--- config.mk ---
export PLATFORM = sky130hd
export DESIGN_NAME = systolic_output_deskewer
export DESIGN_NICKNAME = d
export VERILOG_FILES = /design/src/rtl/systolic_output_deskewer_pkg.sv /design/src/rtl/systolic_deskew_delay.sv /design/src/rtl/systolic_output_deskewer.sv
export SDC_FILE = /design/constraint.sdc
export NUM_CORES = 1
export LEC_CHECK = 0
export ABC_AREA = 1
export CORE_ASPECT_RATIO = 0.9
export CORE_UTILIZATION = 25
export DETAILED_ROUTE_END_ITERATION = 8
export SYNTH_ARGS = -nofsm -noshare
export SYNTH_HDL_FRONTEND = slang
export SYNTH_SLANG_ARGS = --single-unit
export TNS_END_PERCENT = 30
--- constraint.sdc ---
create_clock -name clk -period 82.8 [get_ports clk]
set_input_delay 16.56 -clock clk [delete_from_list [all_inputs] [get_ports clk]]
set_output_delay 16.56 -clock clk [all_outputs]
set_load 0.02 [all_outputs]
--- src/rtl/systolic_output_deskewer_pkg.sv ---
// Shared constants, FSM state encoding and row type for the systolic array edge logic.
package systolic_output_deskewer_pkg;

  localparam int N      = 16;
  localparam int DATA_W = 8;
  localparam int ADDR_W = 8;
  localparam int CNT_W  = 8;

  typedef enum logic [1:0] {
    IDLE = 2'd0,
    RUN  = 2'd1,
    FIN  = 2'd2
  } state_t;

  typedef logic [N-1:0][DATA_W-1:0] row_t;

  // True when every column agrees, i.e. the wavefront is not torn.
  function automatic logic all_equal(input logic [N-1:0] v);
    return (&v) | (~|v);
  endfunction

endpackage

--- src/rtl/systolic_deskew_delay.sv ---
// Fixed-depth shift line carrying one column's data and valid; shifts every cycle, never stalls.
module systolic_deskew_delay
  import systolic_output_deskewer_pkg::*;
#(
  parameter int DEPTH = 1,
  parameter int W     = DATA_W + 1
) (
  input  logic         clk,
  input  logic         rst,
  input  logic [W-1:0] d,
  output logic [W-1:0] q
);

  logic [W-1:0] line_r [DEPTH];

  // Shift register stages, cleared by reset.
  always_ff @(posedge clk or posedge rst) begin
    if (rst) begin
      for (int i = 0; i < DEPTH; i++) begin
        line_r[i] <= '0;
      end
    end else begin
      line_r[0] <= d;
      for (int i = 1; i < DEPTH; i++) begin
        line_r[i] <= line_r[i-1];
      end
    end
  end

  assign q = line_r[DEPTH-1];

endmodule

--- src/rtl/systolic_output_deskewer.sv ---
// Realigns the skewed bottom-edge wavefront into rows and writes them to the Unified Buffer.
// Optional macro SKEW_CHECK_EN adds a sticky torn-wavefront flag (skew_err).
module systolic_output_deskewer
  import systolic_output_deskewer_pkg::*;
(
  input  logic                       clk,
  input  logic                       rst,
  input  logic [N-1:0][DATA_W-1:0]   SA_data_in,
  input  logic [N-1:0]               SA_valid_in,
  input  logic                       start,
  input  logic [ADDR_W-1:0]          base_addr,
  input  logic [CNT_W-1:0]           row_cnt,
  output logic                       ubuf_wr_en,
  output logic [ADDR_W-1:0]          ubuf_wr_addr,
  output logic [N-1:0][DATA_W-1:0]   ubuf_data_out,
  output logic                       busy,
`ifdef SKEW_CHECK_EN
  output logic                       skew_err,
`endif
  output logic                       done
);

  logic [DATA_W-1:0] dly_data_s  [N];
  logic              dly_valid_s [N];
  row_t              data_q_r;
  logic [N-1:0]      valid_q_r;

  state_t            state_r, next_state_s;
  logic [ADDR_W-1:0] addr_q_r, last_addr_r, wr_addr_s;
  logic [CNT_W-1:0]  remaining_r;
  logic              accept_s, wr_en_s, busy_s, done_s;

  // Column j is early by N-1-j cycles, so it gets that many stages; column N-1 goes straight through.
  for (genvar j = 0; j < N - 1; j++) begin : g_col
    logic [DATA_W:0] q_s;
    systolic_deskew_delay #(.DEPTH(N - 1 - j), .W(DATA_W + 1)) u_dly (
      .clk (clk),
      .rst (rst),
      .d   ({SA_valid_in[j], SA_data_in[j]}),
      .q   (q_s)
    );
    assign dly_data_s[j]  = q_s[DATA_W-1:0];
    assign dly_valid_s[j] = q_s[DATA_W];
  end
  assign dly_data_s[N-1]  = SA_data_in[N-1];
  assign dly_valid_s[N-1] = SA_valid_in[N-1];

  // Common output register for the aligned row.
  always_ff @(posedge clk or posedge rst) begin
    if (rst) begin
      data_q_r  <= '0;
      valid_q_r <= '0;
    end else begin
      for (int j = 0; j < N; j++) begin
        data_q_r[j]  <= dly_data_s[j];
        valid_q_r[j] <= dly_valid_s[j];
      end
    end
  end

  // FSM state register.
  always_ff @(posedge clk or posedge rst) begin
    if (rst) begin
      state_r <= IDLE;
    end else begin
      state_r <= next_state_s;
    end
  end

  // FSM next-state logic.
  always_comb begin
    next_state_s = state_r;
    case (state_r)
      IDLE: begin
        if (start) begin
          next_state_s = (row_cnt == {CNT_W{1'b0}}) ? FIN : RUN;
        end else begin
          next_state_s = IDLE;
        end
      end
      RUN: begin
        if (wr_en_s && (remaining_r == CNT_W'(1))) begin
          next_state_s = FIN;
        end else begin
          next_state_s = RUN;
        end
      end
      FIN:     next_state_s = IDLE;
      default: next_state_s = IDLE;
    endcase
  end

  // FSM outputs; address port shows the live address only while writing.
  always_comb begin
    accept_s = (state_r == IDLE) && start;
    wr_en_s  = valid_q_r[0] && (state_r == RUN);
    busy_s   = (state_r == RUN) || (state_r == FIN);
    done_s   = (state_r == FIN);
    if (wr_en_s) begin
      wr_addr_s = addr_q_r;
    end else begin
      wr_addr_s = last_addr_r;
    end
  end

  // Transfer address and row counters.
  always_ff @(posedge clk or posedge rst) begin
    if (rst) begin
      addr_q_r    <= '0;
      remaining_r <= '0;
      last_addr_r <= '0;
    end else begin
      if (accept_s) begin
        addr_q_r    <= base_addr;
        remaining_r <= row_cnt;
      end else if (wr_en_s) begin
        addr_q_r    <= addr_q_r + ADDR_W'(1);
        remaining_r <= remaining_r - CNT_W'(1);
      end
      if (wr_en_s) begin
        last_addr_r <= addr_q_r;
      end
    end
  end

`ifdef SKEW_CHECK_EN
  logic skew_err_r;

  // Sticky torn-wavefront flag; a fresh transfer clears it.
  always_ff @(posedge clk or posedge rst) begin
    if (rst) begin
      skew_err_r <= 1'b0;
    end else begin
      skew_err_r <= ~all_equal(valid_q_r) | (skew_err_r & ~accept_s);
    end
  end

  assign skew_err = skew_err_r;
`else
  logic unused_valid_s;
  assign unused_valid_s = ^valid_q_r[N-1:1];
`endif

  assign ubuf_wr_en    = wr_en_s;
  assign ubuf_wr_addr  = wr_addr_s;
  assign ubuf_data_out = data_q_r;
  assign busy          = busy_s;
  assign done          = done_s;

endmodule
## After elaboration in Yosys (flattened, before gate mapping)

Index checks and enable logic that the tools add are counted.

- Output and inout bits: 139
- Bits in registers: 1130
- Logic and storage cells: 162
- Bits of input ports: 163

- Reduce and logical (&&, ||, !) cells: 7
- $add $sub $neg: 2
- Equality and inequality tests: 3
- Mux-type cells: 9

Operators with widths:

| kind | number |
|---|---|
| $mux W8 | 5 |
| $add A8 B1 Y8 const B | 1 |
| $eq A8 B1 Y1 const B | 1 |
| $logic_not A8 Y1 | 1 |
| $sub A8 B1 Y8 const B | 1 |
| $mux W2 | 3 |
| $pmux W2 S2 | 1 |
| $logic_and A1 B1 Y1 | 3 |
| $eq A2 B1 Y1 const B | 1 |
| $eq A2 B2 Y1 const B | 1 |
| $logic_not A2 Y1 | 1 |
| $reduce_bool A2 Y1 | 1 |
| $logic_or A1 B1 Y1 | 1 |

## Depth between registers and ports, before layout

- Depth in word-level cells: 5
- Depth in mapped cells: 9
- Gate-level depth less buffers: 8

## Hierarchy

A second synthesis with hierarchy kept.

- Cell total of the unflattened synthesis: 1547
- Area total of the unflattened synthesis: 32737.6 um2

By module, submodules not included:

| module | sequential area each (um2) | area an instance (um2) | cells each | times used |
|---|---|---|---|---|
| systolic_output_deskewer | 3878.7 | 4709.5 | 326 | 1 |
| systolic_deskew_delay (g_col[0].u_dly) | 3378.2 | 3449.6 | 145 | 1 |
| systolic_deskew_delay (g_col[1].u_dly) | 3153.0 | 3224.3 | 136 | 1 |
| systolic_deskew_delay (g_col[2].u_dly) | 2927.8 | 2999.1 | 127 | 1 |
| systolic_deskew_delay (g_col[3].u_dly) | 2702.6 | 2773.9 | 118 | 1 |
| systolic_deskew_delay (g_col[4].u_dly) | 2477.4 | 2548.7 | 109 | 1 |
| systolic_deskew_delay (g_col[5].u_dly) | 2252.2 | 2323.5 | 100 | 1 |
| systolic_deskew_delay (g_col[6].u_dly) | 2026.9 | 2098.3 | 91 | 1 |
| systolic_deskew_delay (g_col[7].u_dly) | 1801.7 | 1873.0 | 82 | 1 |
| systolic_deskew_delay (g_col[8].u_dly) | 1576.5 | 1647.8 | 73 | 1 |
| systolic_deskew_delay (g_col[9].u_dly) | 1351.3 | 1422.6 | 64 | 1 |
| systolic_deskew_delay (g_col[10].u_dly) | 1126.1 | 1197.4 | 55 | 1 |
| systolic_deskew_delay (g_col[11].u_dly) | 900.9 | 972.2 | 46 | 1 |
| systolic_deskew_delay (g_col[12].u_dly) | 675.6 | 747.0 | 37 | 1 |
| +2 rows | - | - | - | - |

## Least setup slack after synthesis

No wires, ideal clock.

- Path type: flip-flop to output port
- Start: register state_r[1]
- End: output ubuf_wr_addr[0]
- Required time: 66.240 ns
- Path buffers: 1
- Slack: 64.814 ns
- Stages on the path, launching flop included: 6
- Data arrival time: 1.426 ns
- Cells stage by stage: dfrtp_1 inv_1 ha_1 nand2_4 buf_2 o21ai_0

- Longest elaborated chain between the ends: 3

RTL lines:

| what | line | source |
|---|---|---|
| start: declaration | systolic_output_deskewer.sv:28 | `state_t state_r, next_state_s;` |
| start signal: assignment | systolic_output_deskewer.sv:66 | `state_r <= next_state_s;` |
| $eq A2 B1 Y1 | systolic_output_deskewer.sv:96 | `wr_en_s = valid_q_r[0] && (state_r == RUN);` |
| $logic_and A1 B1 Y1 | systolic_output_deskewer.sv:96 |  |
| $mux W8 | systolic_output_deskewer.sv:99 | `if (wr_en_s) begin` |
| end: declaration | systolic_output_deskewer.sv:14 | `output logic [ADDR_W-1:0] ubuf_wr_addr,` |

No other way between the ends.

==> results.md <==
## Run status
• status: finished, final reports clean

## Timing
• transition at the pin with the smallest max-transition slack: 1.19 ns
• max frequency: 48.9 MHz
• post-route worst setup slack: 62.34 ns
• Max Transition Viols Final: 0
• RSZ-0062 raised after global routing: no
• final hold violation count: 0
• Hold Slack: 0.299 ns
• number of setup violations in the final report: 0
• total negative slack for setup checks: 0 ns
• share of the clock period used by the worst path: 24.7%
• post-route clock skew: 0.0471 ns
• final critical path time including I/O delays and setup: 20.46 ns
• worst-case headroom to the max-slew limit: 20.6%

## Synth
• Post-synth top cells: sky130_fd_sc_hd__dfrtp_1, sky130_fd_sc_hd__nand2_1, sky130_fd_sc_hd__inv_1, sky130_fd_sc_hd__nand3_1, sky130_fd_sc_hd__nor2_1
• cell accounting for the most synthesized area: sky130_fd_sc_hd__dfrtp_1
• FFs w/ async S/R, synth: 100%
• area share of the largest cell type after synthesis: 97.1%
• synth unique cells: 21
• sequential element share of the synthesized area: 97.1%
• Syn Area/Cell: 22.4 sq um
• count of mapped cells out of synthesis: 1,301
• Primary FF master, synth: sky130_fd_sc_hd__dfrtp_1
• Post-Synthesis Cell Area: 29,100 sq um
• Seq cells post-synth: 1,130
• most used standard cell by instance count after synthesis: sky130_fd_sc_hd__dfrtp_1
• ranking of synthesized cells by area: sky130_fd_sc_hd__dfrtp_1, sky130_fd_sc_hd__nand2_1, sky130_fd_sc_hd__inv_1
• Post-synth EDFFs: 0
• number of warnings issued by yosys: 0
• Synth Net Count: 1,470

## Worst hold path
• worst hold path class: reg -> reg
• launch instance of the worst min-delay path: g_col[4].u_dly.line_r[16]

## Pwr
• Internal: 0.000913 W
• Reg power frac: 50.8%
• power density over cell area: 31.0 nW/um^2
• share of total power in the clock network: 43.8%
• fraction of power spent switching nets: 22.3%
• Psw: 0.000262 W
• relative contribution of combinational cells to total power: 5.3%
• peak supply drop: 17.7 uV
• Final Total Pwr: 0.00118 W
• leakage power figure: 16.7 nW

## GRT
• vias in the first global route: 12,800
• met2 routing resource usage after global routing: 12.9%
• global routing usage on met3: 2.12%
• initial antenna violation count: 6
• total global routing track utilization: 7.85%
• Global Route met1 Usage: 9.31%
• wire length of the first global-routing pass: 72,600 microns
• busiest metal layer after global routing: met2
• grt total ovfl: 0
• pin count of the biggest net entering global routing: 176

## Floorplan
• chip width: 362 microns
• area of the core region: 115,000 sq um
• die outline area: 118,000 sq um
• number of placement rows: 118
• initial cell density of the core: 25.3%
• io pins: 302
• Chip Height: 326 microns

## Routing
• via density per instance: 3.36
• number of iterations in the first detailed-routing pass: 5
• total number of vias: 11,300
• remaining routing DRC violations: 0
• WL per Instance: 13.3 microns
• DRT iter0 DRCs: 611
• count of nets left with antenna violations after detail routing: 0
• Final Routed Wirelength: 44,600 microns

## Critical path
• Crit. Startpoint: rst
• depth of the most critical reg-to-reg path: 7
• launch instance of the worst register-to-register path: state_r[0]
• CP cell instances: clkdlybuf4s50_1 > inv_8 > buf_4 > buf_4 > buf_4 > buf_4
• capturing element of the worst setup path: g_col[0].u_dly.line_r[111]
• worst reg2reg endpoint: addr_q_r[4]
• Setup crit start kind: primary input
• crit-path max cell delay: 0.90 ns
• required time at the endpoint of the critical path: 83.49 ns
• maximum net fanout on the critical path: 105
• sort of element at the end of the critical path: asynchronous set/reset pin
• data arrival time at the worst-slack endpoint: 21.15 ns
• Worst R2R Setup Slack: 80.94 ns
• most frequent CP cell: sky130_fd_sc_hd__buf_4
• Setup Crit Path Kind: in -> async
• cell type of the slowest stage on the worst timing path: sky130_fd_sc_hd__buf_4

## Clock network
• H-tree depth: 3
• clock latency reported for the late side of the worst-skew pair: 0.69 ns
• root buf cell: sky130_fd_sc_hd__clkbuf_16
• clock tree sinks: 1,130
• number of buffers created by CTS: 110
• hold buffer count at cts: 0
• Max Root-Sink Buffers: 3
• clock-pin slew reported for the worst setup and hold paths after clock tree synthesis: 0.06 ns
• number of gates resized after CTS: 0
• Post-CTS Setup Bufs: 0
• TritonCTS clock tree: done

## Place
• worst slack, placed: 61.40 ns
• half-perimeter wire length of the detailed placement result: 26,300 microns
• final estimated routing congestion in global placement: 0.821
• count of buffers inserted at the top-level ports: 286

## Job
• reported max-cap violation count: 0

## Layout
• area occupied by registers: 28,300 sq um
• post-layout net count: 1,876
• multi-input logic area: 692 sq um
• synthesis-to-finish area growth: 30.2%
• fraction of layout instances using a drive strength above 1: 11.7%
• total of fill cells in the finished design: 10,800
• final core area utilization: 32.9%

-- final cells by class --
class,count,area share [%]
Clock inverter,54,1.98
Tap cell,1560,5.15
Timing Repair Buffer,298,7.82
Clock buffer,145,8.30
Multi-Input combinational cell,135,1.82
Sequential cell,1130,74.6
Inverter,32,0.350
Antenna cell,1,0.00660
-- routing by layer --
| layer | vias up | routed length (microns) |
|---|---|---|
| li1 | 4881 | - |
| met1 | 5975 | 17400 |
| met2 | 271 | 22700 |
| met3 | 142 | 2460 |
| met4 | 4 | 2060 |
| met5 | - | 23 |
-- how the worst min path moves through the flow --
stage | to | slack (ns) | cells past startpoint
after floorplan | g_col[0].u_dly.line_r[100] | 0.33 | 0
after global placement | g_col[8].u_dly.line_r[22] | 0.33 | 0
after detailed placement | g_col[0].u_dly.line_r[102] | 0.33 | 0
after CTS | g_col[0].u_dly.line_r[65] | 0.30 | 0
after global routing | g_col[4].u_dly.q[7] | 0.31 | 0
final | g_col[4].u_dly.q[7] | 0.30 | 0
-- power by group through the flow --
stage,clock network (W),registers (W),logic (W)
detailed placement,0,0.000608,0.0000629
CTS,0.000536,0.000598,0.0000634
global placement,0,0.000606,0.0000596
finish,0.000515,0.000598,0.0000627
global route,0.000558,0.000601,0.0000692
floorplan,0,0.000610,0.0000305
-- layout by cell type (no fill, tap or decap), types with 5 or more instances in the layout --
cell	Yosys	layout
sky130_fd_sc_hd__clkinv_4	0	5
sky130_fd_sc_hd__bufinv_16	0	11
sky130_fd_sc_hd__nor2_1	18	18
sky130_fd_sc_hd__nand3_1	21	21
sky130_fd_sc_hd__clkinvlp_4	0	13
sky130_fd_sc_hd__clkbuf_16	0	111
sky130_fd_sc_hd__ha_1	6	6
sky130_fd_sc_hd__dfrtp_1	1130	1130
sky130_fd_sc_hd__inv_1	29	28
sky130_fd_sc_hd__buf_4	0	11
sky130_fd_sc_hd__clkbuf_1	0	10
sky130_fd_sc_hd__o21ai_0	15	15
sky130_fd_sc_hd__clkinv_2	0	15
sky130_fd_sc_hd__clkdlybuf4s50_1	0	286
sky130_fd_sc_hd__nand2_1	54	54
sky130_fd_sc_hd__clkbuf_8	0	24
-- through the flow --
stage	std cells	instance area, sq um
after floorplan	1301	29100
after global placement	3155	34000
after detailed placement	3155	34000
after CTS	3354	37900
after global routing	3355	37900
final	3355	37900
-- state kept, by name (all words and copies together) (netlist names) --
name,cells
g_col.u_dly.line_r,854
ubuf_data_out,128
g_col.u_dly.q,121
addr_q_r,8
last_addr_r,8
remaining_r,8
state_r,2
valid_q_r,1
-- logic make-up after synthesis --
group / Yosys count / share of synthesized area (%)
DFF: 1130 / 97.1
and+or+nand+nor: 99 / 1.46
buffers and inverters: 36 / 0.541
AOI/OAI and AO/OA: 27 / 0.563
adders and majority gates: 6 / 0.258
xor gates and xnor gates: 3 / 0.0902
-- worst max-delay path, delay by kind of cell --
family,cells,cell delay [ns]
buffers and inverters,6,4.30
Power figures use the tool's default switching activity.
